==> src/rtl/multi_anti_rebote_if.sv <==
// Pin-side bundle of the multi-channel debouncer:
// raw levels in, clean levels, edge pulses and sample strobe out.
interface multi_anti_rebote_if #(
    parameter int N_CH = 4
);
    logic [N_CH-1:0] D;
    logic [N_CH-1:0] DA;
    logic [N_CH-1:0] RISE;
    logic [N_CH-1:0] FALL;
    logic            TICK;

    modport master (
        output D,
        input  DA,
        input  RISE,
        input  FALL,
        input  TICK
    );

    modport slave (
        input  D,
        output DA,
        output RISE,
        output FALL,
        output TICK
    );
endinterface

==> src/rtl/multi_anti_rebote.sv <==
// Multi-channel debouncer: 2-flop synchronisers, shared sample prescaler,
// per-channel stable-count filter with registered rise/fall pulses.
module multi_anti_rebote #(
    parameter int N_CH     = 4,
    parameter int STABLE   = 4,
    parameter int TICK_DIV = 1
) (
    input  logic CLK,
    input  logic RST,
    multi_anti_rebote_if.slave bus
);
    localparam int PW = (TICK_DIV > 1) ? $clog2(TICK_DIV) : 1;
    localparam int CW = (STABLE > 1) ? $clog2(STABLE) : 1;
    localparam logic [PW-1:0] PC_LAST  = PW'(TICK_DIV - 1);
    localparam logic [CW-1:0] CNT_LAST = CW'(STABLE - 1);

    logic [N_CH-1:0] s1;
    logic [N_CH-1:0] s2;
    logic [N_CH-1:0] da;
    logic [N_CH-1:0] rise;
    logic [N_CH-1:0] fall;
    logic [PW-1:0]   pc;
    logic            tick;
    logic [CW-1:0]   cnt [N_CH];

    always_ff @(posedge CLK or posedge RST) begin
        if (RST) begin
            s1 <= '0;
            s2 <= '0;
        end else begin
            s1 <= bus.D;
            s2 <= s1;
        end
    end

    // tick is registered so it stays low through reset even when TICK_DIV=1
    always_ff @(posedge CLK or posedge RST) begin
        if (RST) begin
            pc   <= '0;
            tick <= 1'b0;
        end else begin
            tick <= (pc == PC_LAST);
            pc   <= (pc == PC_LAST) ? '0 : pc + 1'b1;
        end
    end

    always_ff @(posedge CLK or posedge RST) begin
        if (RST) begin
            da   <= '0;
            rise <= '0;
            fall <= '0;
            for (int i = 0; i < N_CH; i++) begin
                cnt[i] <= '0;
            end
        end else begin
            rise <= '0;
            fall <= '0;
            if (tick) begin
                for (int i = 0; i < N_CH; i++) begin
                    if (s2[i] == da[i]) begin
                        cnt[i] <= '0;
                    end else if (cnt[i] == CNT_LAST) begin
                        da[i]   <= s2[i];
                        rise[i] <= s2[i];
                        fall[i] <= ~s2[i];
                        cnt[i]  <= '0;
                    end else begin
                        cnt[i] <= cnt[i] + 1'b1;
                    end
                end
            end
        end
    end

    assign bus.DA   = da;
    assign bus.RISE = rise;
    assign bus.FALL = fall;
    assign bus.TICK = tick;
endmodule

==> src/flat_wrapper.sv <==
// flat-port wrapper written by rule: the top's interface ports become plain ports
module multi_anti_rebote_flat 
#(
    parameter int N_CH     = 4,
    parameter int STABLE   = 4,
    parameter int TICK_DIV = 1
)
  (CLK, RST, bus_D, bus_DA, bus_RISE, bus_FALL, bus_TICK);
  multi_anti_rebote_if #(.N_CH(N_CH)) bus_i ();
  input  logic CLK;
  input  logic RST;
  input wire logic [$bits(bus_i.D)-1:0] bus_D;
  output wire logic [$bits(bus_i.DA)-1:0] bus_DA;
  output wire logic [$bits(bus_i.RISE)-1:0] bus_RISE;
  output wire logic [$bits(bus_i.FALL)-1:0] bus_FALL;
  output wire logic [$bits(bus_i.TICK)-1:0] bus_TICK;
  assign bus_i.D = bus_D;
  assign bus_DA = bus_i.DA;
  assign bus_RISE = bus_i.RISE;
  assign bus_FALL = bus_i.FALL;
  assign bus_TICK = bus_i.TICK;
  multi_anti_rebote #(.N_CH(N_CH), .STABLE(STABLE), .TICK_DIV(TICK_DIV)) u_core (.CLK(CLK), .RST(RST), .bus(bus_i));
endmodule
==> config.mk <==
export PLATFORM = sky130hd
export DESIGN_NAME = multi_anti_rebote_flat
export DESIGN_NICKNAME = d
export VERILOG_FILES = /design/src/rtl/multi_anti_rebote_if.sv /design/src/rtl/multi_anti_rebote.sv /design/src/flat_wrapper.sv
export SDC_FILE = /design/constraint.sdc
export NUM_CORES = 1
export LEC_CHECK = 0
export BUFFER_PORTS_ARGS = -buffer_cell sky130_fd_sc_hd__buf_2
export CAP_MARGIN = 10
export CORE_ASPECT_RATIO = 1.75
export CORE_MARGIN = 5
export CORE_UTILIZATION = 40
export DETAILED_ROUTE_END_ITERATION = 7
export PLACE_DENSITY = 0.69
export RECOVER_POWER = 25
export SYNTH_ARGS = -nofsm -noshare
export SYNTH_HDL_FRONTEND = slang
export SYNTH_SLANG_ARGS = --single-unit
==> constraint.sdc <==
create_clock -name CLK -period 1.55 [get_ports CLK]
set_clock_uncertainty 0.05 [all_clocks]
set_input_delay 0.31 -clock CLK [delete_from_list [all_inputs] [get_ports CLK]]
set_output_delay 0.31 -clock CLK [all_outputs]
set_load 0.03 [all_outputs]
==> results of run 1 <==
path summary, 6_finish.rpt:
kind                                 startpoint                  to  cells past startpoint
worst max-delay path            u_core.bus.TICK            bus_TICK                      2
worst min-delay path                   bus_D[2]        u_core.s1[2]                      1
worst max register to register    u_core.cnt[2]       u_core.cnt[2]                      3
worst min register to register     u_core.s1[3]        u_core.s2[3]                      0
max in group asynchronous                   RST       u_core.cnt[1]                      3
min in group asynchronous                   RST  u_core.bus.FALL[2]                      3
worst max-delay path, cell delays in order (launching register included):
cell	delay, ns
dfrtp_1	0.34
buf_4	0.19
buf_2	0.22
report_power, final:
part	total [W]	internal (W)	switching, W
clock	0.000664	0.000400	0.000264
combinational	0.000658	0.000315	0.000343
sequential	0.00109	0.000926	0.000164
total	0.00241	0.00164	0.000771
Yosys cell counts, drive strengths merged:
cell type	instances
mux2	4
and4b	3
o22ai	8
or3b	4
dfrtp	29
nand2	8
conb	1
xnor2	4
buf	2
inv	9
nor3b	5
ha	7
routing by layer:
layer  routed length [um]  part of all wire  up-vias
li1                     -                 -      334
met1                  655              0.35      345
met2                 1095              0.59        9
met3                   55             0.029        7
met4                   63             0.034        0
met5                    0                 0        -
logic make-up (layout without fill, tap and decap cells):
logic type      Yosys count  count (layout)  synth area share
buf+inv                  11              38           0.04463
fa+ha+maj                 7               7           0.07439
flops                    29              29            0.6164
compound gates            8               8           0.04251
xor+xnor                  4               4           0.02975
simple gates             20              20            0.1381
other cells               1               1          0.003185
mux                       4               4           0.05101
flip-flops by register name (all words and copies together), names as in the netlist:
register,flops
u_core.cnt,8
u_core.bus.DA,4
u_core.bus.FALL,4
u_core.bus.RISE,4
u_core.s2,4
u_core.bus.TICK,1
u_core.s1,4
stage by stage:
stage | util | hold slack, ns | setup WS, ns | area, um^2
after CTS | 0.4862 | 0.05581 | 0.1445 | 1408
after global placement | 0.4512 | 0.2875 | 0.3599 | 1306
after floorplan | - | 0.2812 | 0.2912 | 1177
final | 0.4853 | 0.09001 | 0.1625 | 1405
after global routing | 0.4853 | 0.07703 | 0.1123 | 1405
after detailed placement | 0.4512 | 0.2879 | 0.2663 | 1306
area by class of cell:
type,instances,share of cell area
Timing Repair Buffer,21,0.07836
Clock buffer,7,0.06857
Inverter,9,0.02404
Clock inverter,1,0.003562
Multi-Input combinational cell,44,0.2841
Tap cell,28,0.02493
Sequential cell,29,0.5165
placed cells by master (no fill, tap or decap):
cell type / instances
and4b_1: 3
nand2_4: 4
buf_4: 2
mux2_4: 4
or3b_1: 4
inv_1: 9
clkbuf_8: 7
clkbuf_2: 1
ha_1: 7
nand2_1: 4
conb_1: 1
o22ai_1: 8
nor3b_1: 5
buf_2: 18
clkinv_2: 1
dfrtp_1: 29
xnor2_1: 4
==> summary.txt, run 1 <==
STA
  • Fin crit period: 1.387 ns
  • Worst slew pin tran: 0.6989 ns
  • Max Slew Vio Count: 0
  • Fmax: 0.7207 GHz
  • Setup TNS: 0 ns
  • Max_slew headroom: 0.5341
  • Final Hold Vio Count: 0
  • RSZ-0062 raised after global routing: no
  • Final worst-path cycle share: 0.8952
  • Setup violators final: 0

Global routing
  • GRT met1 Usage: 0.09401
  • Busiest grt layer: met2
  • Global-route wire length before repair: 3084 um
  • Total track usage: 0.1027
  • Overflow after GRT: 0
  • Met2 usage: 0.1860
  • Initial antenna violation count: 0
  • M3 GR Usage: 0.02722
  • Pin count of the biggest net entering global routing: 30
  • Number of global-route vias before repair: 709

Place
  • IO buf count: 18
  • Placed insts: 131
  • Dpl hpwl: 1343 um
  • Placer Congestion: 0.7340

Synth
  • Cell taking the most area after synthesis: dfrtp_1
  • Post-synth top area share: 0.6164
  • Synth area leaders: dfrtp_1, ha_1, mux2_4
  • Post-synthesis sequential area ratio: 0.6164
  • Mapped cell area: 1177 um^2
  • Synth Instances: 84
  • Syn_nets: 97
  • Yosys cell types: 14
  • Synth warn: 0
  • Mean Syn Cell Area: 14.02 um^2
  • Yosys reg bits: 29

Final layout
  • Nets: 123
  • FF+latch area: 725.7 um^2
  • Finished Layout Cells: 139
  • Area Overhead vs Synth: 19.34%
  • Multi-input logic area: 399.1 um^2
  • Layout cells sized above 1: 0.3333
  • Fillers: 239
  • Diode count: 0

Setup path
  • Flop2flop setup slack: 0.26 ns
  • CP arrival: 1.03 ns
  • Critical path peak fanout: 12
  • Data required, critical path: 1.19 ns
  • CP Class: flop to primary output
  • Crit path launch type: flop
  • Crit end category: primary output

Clock tree
  • Number of post-CTS setup repair buffers: 0
  • Clock Sinks: 29
  • Clock-pin slew on the worst setup and hold paths: 0.06 ns
  • H-tree depth: 2
  • CTS tree: done
  • Post-CTS sizing: 0
  • CTS buffer count: 5
  • Clock tree buffer depth: 2
  • CTS root buffer: clkbuf_8
  • Clock latency on the worst-skew pair: 0.27 ns
  • # hold bufs at CTS: 0

Drt
  • First-pass iteration count of the detailed router: 4
  • Vias per cell: 5.000
  • Drt drc: 0
  • Wirelength per Cell: 13.46 um
  • Antenna-violating nets left: 0
  • DR vias: 695
  • DR iter-0 viols: 5
  • Routed wire length: 1871 um

Die
  • Die area: 4171 um^2
  • Die extent in y: 81.77 um
  • Starting density of the core: 0.4067
  • Ports: 19
  • Core area: 2895 um^2
  • Placement row count: 26
  • Die X: 51.01 um

Worst hold path
  • Hold Crit Class: input port to flop

Power and ir drop
  • Overall power: 0.002412 W
  • Peak supply drop: 0.9911 mV
  • Leakage power: 0.7574 nW
  • Pwr dens: 1717 nW/um^2

Outcome
  • Status: complete, no violations

Job
  • Max Cap Viol: 0
Note: power is estimated with default switching activity, not from simulation.
==> inputs of run 2 (changes only) <==
- CORE_ASPECT_RATIO: 1.75 -> 0.7
==> run 2 against run 1 <==
Register-to-register slack improved by 0.02 ns. Non-clock buffer count stayed put. Total power decreased by 3.1%. Utilization grew 1.4 points. Critical path depth is the same. Wire length shrank 6.3%. Fmax increased by 0.10%. Combinational power grew 0.6%. Critical path type unchanged. Worst setup slack better by 0.0014 ns.
==> summary.txt, run 2 (same netlist as run 1, synthesis figures left out) <==
Setup path
  • CP Capture Point: bus_TICK
  • CP Class: flop to primary output
  • Crit path from: u_core.bus.TICK
  • Data required, critical path: 1.19 ns
  • Worst reg-to-reg path cell count: 3
  • Crit path launch type: flop
  • Crit end category: primary output
  • Reg2reg end: u_core.cnt[2]
  • CP arrival: 1.03 ns
  • Critical path peak fanout: 12
  • Flop2flop setup slack: 0.28 ns
  • Worst r2r src: u_core.cnt[2]

Final layout
  • Nets: 123
  • Diode count: 0
  • Largest Register: u_core.cnt
  • Layout cells sized above 1: 0.3182
  • Number of flip-flops in the largest register: 8
  • Commonest non-fill, non-tap cell in the layout: dfrtp_1
  • Multi-input logic area: 399.1 um^2
  • FF+latch area: 725.7 um^2
  • Fillers: 273
  • Area Overhead vs Synth: 18.92%
  • Commonest cells after routing, fill and taps aside: dfrtp_1, buf_2, inv_1

Power and ir drop
  • Pwr dens: 1669 nW/um^2
  • Switching power: 0.0007423 W
  • Overall power: 0.002337 W
  • Clk pwr share: 0.254
  • Leakage power: 0.7475 nW
  • Switch share: 0.3176
  • Peak supply drop: 0.7438 mV
  • Combinational Power Share: 0.283
  • Sequential Power Share: 0.463
  • Internal Power: 0.001595 W

Clock tree
  • Post-CTS sizing: 0
  • Clock latency on the worst-skew pair: 0.27 ns
  • Clock tree buffer depth: 2
  • CTS root buffer: clkbuf_8
  • H-tree depth: 2
  • Clock-pin slew on the worst setup and hold paths: 0.06 ns
  • # hold bufs at CTS: 0
  • Number of post-CTS setup repair buffers: 0
  • CTS tree: done
  • CTS buffer count: 5
  • Clock Sinks: 29

STA
  • Fin crit period: 1.386 ns
  • RSZ-0062 raised after global routing: no
  • Max Slew Vio Count: 0
  • Setup TNS: 0 ns
  • Fmax: 0.7215 GHz
  • Final worst-path cycle share: 0.8942
  • Setup violators final: 0
  • Final Hold Vio Count: 0
  • Max_slew headroom: 0.5363
  • Worst slew pin tran: 0.6955 ns

Drt
  • Wirelength per Cell: 12.01 um
  • DR vias: 691
  • First-pass iteration count of the detailed router: 4
  • Drt drc: 0
  • Antenna-violating nets left: 0
  • DR iter-0 viols: 36
  • Routed wire length: 1754 um
  • Vias per cell: 4.733

Global routing
  • Number of global-route vias before repair: 690
  • Initial antenna violation count: 0
  • M3 GR Usage: 0.04891
  • Busiest grt layer: met2
  • GRT met1 Usage: 0.1257
  • Global-route wire length before repair: 3036 um
  • Overflow after GRT: 0
  • Pin count of the biggest net entering global routing: 30
  • Total track usage: 0.09707
  • Met2 usage: 0.1328

Die
  • Die X: 74.85 um
  • Ports: 19
  • Die extent in y: 55.39 um
  • Starting density of the core: 0.4201
  • Core area: 2803 um^2
  • Placement row count: 16
  • Die area: 4146 um^2

Worst hold path
  • Hold Crit Class: input port to flop

Place
  • IO buf count: 18
  • Dpl hpwl: 1221 um
  • Placer Congestion: 0.6654

Outcome
  • Status: complete, no violations

Job
  • Max Cap Viol: 0
-- run 2: changes by cell type in the layout (fill, tap and decap cells not counted), sizes merged --
cell / delta
clkinv: -1
-- run 2: worst max-delay path: stages (launching register included) --
cell and delay, ns:
dfrtp_1 0.34, buf_4 0.19, buf_2 0.22
-- run 2: final cells by class --
class,count,area share
well taps,36,0.03217
multi-input cells,44,0.2851
clock buffers,7,0.06166
repair buffers,21,0.07864
inverters,9,0.02413
flip-flops and latches,29,0.5183
-- run 2: power by group through the flow --
stage | clock network [W] | logic (W) | registers (W)
2_1_floorplan | 0 | 0.000418 | 0.00118
3_3_place_gp | 0 | 0.000633 | 0.00108
3_5_place_dp | 0 | 0.000667 | 0.00110
4_1_cts | 0.000623 | 0.000675 | 0.00108
5_1_grt | 0.000656 | 0.000738 | 0.00111
6_report | 0.000593 | 0.000662 | 0.00108
-- run 2: how the worst min path moves through the flow --
stage                             from            endpoint  slack, ns  cells past startpoint
after floorplan           u_core.s1[0]        u_core.s2[0]       0.28                      0
after CTS                          RST  u_core.bus.RISE[0]       0.05                      3
after global routing          bus_D[1]        u_core.s1[1]       0.09                      1
final                         bus_D[1]        u_core.s1[1]       0.09                      1
after global placement    u_core.s1[1]        u_core.s2[1]       0.28                      0
after detailed placement  u_core.s1[2]        u_core.s2[2]       0.28                      0
-- run 2: per-stage QoR --
step / utilization / setup slack [ns] / cell area [um^2] / hold WS [ns] / std cells
after CTS: 0.5004 / 0.1447 / 1403 / 0.05208 / 146
final: 0.4996 / 0.1639 / 1400 / 0.09300 / 146
after detailed placement: 0.4696 / 0.2839 / 1316 / 0.2847 / 139
after global routing: 0.4996 / 0.09865 / 1400 / 0.08519 / 146
after global placement: 0.4696 / 0.3526 / 1316 / 0.2841 / 139
after floorplan: - / 0.2912 / 1177 / 0.2812 / 84
-- run 2: per-layer routing --
layer / routed length (um) / vias up
li1: - / 332
met1: 798 / 337
met2: 820 / 17
met3: 111 / 5
met4: 23 / 0
met5: 0 / -
==> inputs of run 3 (changes only) <==
==> constraint.sdc (replaced) <==
create_clock -name CLK -period 1.55 [get_ports CLK]
set_clock_uncertainty 0.05 [all_clocks]
set_input_delay 0.2325 -clock CLK [delete_from_list [all_inputs] [get_ports CLK]]
set_output_delay 0.2325 -clock CLK [all_outputs]
set_load 0.03 [all_outputs]
==> run 3 against run 2 <==
Cell count is 0.68% higher. Clock-buffer cell count stayed put. Via count is 0.43% higher. Worst setup slack better by 0.077 ns. Largest power group unchanged.
==> summary.txt, run 3 (same netlist as run 1, synthesis figures left out) <==
Clock tree
  • Clock latency on the worst-skew pair: 0.27 ns
  • Clock-pin slew on the worst setup and hold paths: 0.06 ns
  • CTS tree: done
  • Post-CTS sizing: 0
  • H-tree depth: 2
  • Clock Sinks: 29
  • CTS buffer count: 5
  • Clock tree buffer depth: 2
  • CTS root buffer: clkbuf_8

Power and ir drop
  • Overall power: 0.002340 W
  • Clk pwr share: 0.253
  • Internal Power: 0.001596 W
  • Sequential Power Share: 0.463
  • Leakage power: 0.7517 nW
  • Switch share: 0.3178
  • Peak supply drop: 0.7439 mV
  • Combinational Power Share: 0.284
  • Pwr dens: 1660 nW/um^2
  • Switching power: 0.0007438 W

Drt
  • Drt drc: 0
  • First-pass iteration count of the detailed router: 3
  • Wirelength per Cell: 12.12 um
  • Vias per cell: 4.721
  • DR iter-0 viols: 34
  • DR vias: 694
  • Antenna-violating nets left: 0
  • Routed wire length: 1781 um

STA
  • Setup TNS: 0 ns
  • Max Slew Vio Count: 0
  • Setup violators final: 0
  • Final Hold Vio Count: 0
  • RSZ-0062 raised after global routing: no
  • Final worst-path cycle share: 0.8442
  • Setup ws final: 0.2414 ns
  • Max_slew headroom: 0.5352
  • Worst hold slack: 0.01538 ns
  • Fmax: 0.7642 GHz
  • Fin crit period: 1.309 ns
  • Worst slew pin tran: 0.6972 ns

Setup path
  • Worst reg-to-reg path cell count: 3
  • Crit path launch type: flop
  • CP arrival: 1.03 ns
  • Crit end category: primary output
  • CP Class: flop to primary output
  • Crit path from: u_core.bus.TICK
  • CP Capture Point: bus_TICK
  • Worst r2r src: u_core.cnt[2]
  • Reg2reg end: u_core.cnt[2]
  • Data required, critical path: 1.27 ns
  • Flop2flop setup slack: 0.27 ns
  • Critical path peak fanout: 12

Worst hold path
  • Hold depth: 1
  • Hold Crit Class: input port to flop

Job
  • Max Cap Viol: 0

Final layout
  • Layout cells sized above 1: 0.3153
  • Diode count: 0
  • Post-route cell area: 1410 um^2
  • Number of flip-flops in the largest register: 8
  • Nets: 124
  • Area Overhead vs Synth: 19.77%
  • Commonest cells after routing, fill and taps aside: dfrtp_1, buf_2, inv_1
  • Commonest non-fill, non-tap cell in the layout: dfrtp_1
  • Largest Register: u_core.cnt

Place
  • Dpl ws: 0.2839 ns
  • Dpl hpwl: 1221 um
  • IO buf count: 18
  • Placer Congestion: 0.6654
  • Dpl cell area: 1316 um^2

Global routing
  • Global-route wire length before repair: 3056 um
  • Pin count of the biggest net entering global routing: 30
  • Initial antenna violation count: 0
  • Total track usage: 0.09781
  • Number of global-route vias before repair: 696
  • Overflow after GRT: 0

Outcome
  • Status: complete, no violations

Die
  • Placement row count: 16
  • Die X: 74.85 um
  • Die extent in y: 55.39 um
  • Ports: 19
  • Core area: 2803 um^2
  • Die area: 4146 um^2
  • Starting density of the core: 0.4201
[run 3: changes by cell type in the layout (fill, tap and decap cells not counted)]
cell,delta
dlygate4sd3_1,+1
[run 3: how the worst min path moves through the flow]
stage / to / slack, ns / start
6_report: u_core.s1[1] / 0.02 / bus_D[1]
5_1_grt: u_core.s1[1] / 0.008 / bus_D[1]
3_3_place_gp: u_core.bus.RISE[0] / 0.26 / RST
3_5_place_dp: u_core.bus.RISE[0] / 0.27 / RST
4_1_cts: u_core.s1[1] / 0.006 / bus_D[1]
2_1_floorplan: u_core.s1[0] / 0.21 / bus_D[0]
[run 3: what timing repair did]
item / CTS / global route
endpoints found under the hold margin: 29 / 0
buffers inserted: 0 / 0
hold buffers: 1 / 0
[run 3: routing by layer]
metal	routed length [um]	part of all wire	vias to the layer above	global-route usage
met5	0	0	-	0
li1	-	-	334	-
met3	110	0.062	5	0.04891
met1	807	0.45	340	0.1257
met2	839	0.47	15	0.1352
met4	23	0.013	0	0.04569
[run 3: power groups by stage]
stage	sequential [W]	combinational [W]	clock (W)
3_5_place_dp	0.00110	0.000667	0
6_report	0.00108	0.000664	0.000593
2_1_floorplan	0.00118	0.000418	0
5_1_grt	0.00111	0.000740	0.000656
3_3_place_gp	0.00108	0.000633	0
4_1_cts	0.00108	0.000677	0.000623
[run 3: critical path, cell delays in order, from the launching register on]
cell	delay, ns
dfrtp_1	0.34
buf_4	0.19
buf_2	0.22
[run 3: area by class of cell]
| class | instances | area (um^2) |
|---|---|---|
| clock buffers | 7 | 86.33 |
| flip-flops and latches | 29 | 725.7 |
| multi-input cells | 44 | 399.1 |
| well taps | 36 | 45.04 |
| inverters | 9 | 33.78 |
| repair buffers | 22 | 120.1 |
| fillers | 273 | 1393 |
[run 3: metrics by stage]
stage,std cells,utilization
global route,147,0.5031
global placement,139,0.4696
finish,147,0.5031
floorplan,84,-
detailed placement,139,0.4696
CTS,147,0.5040
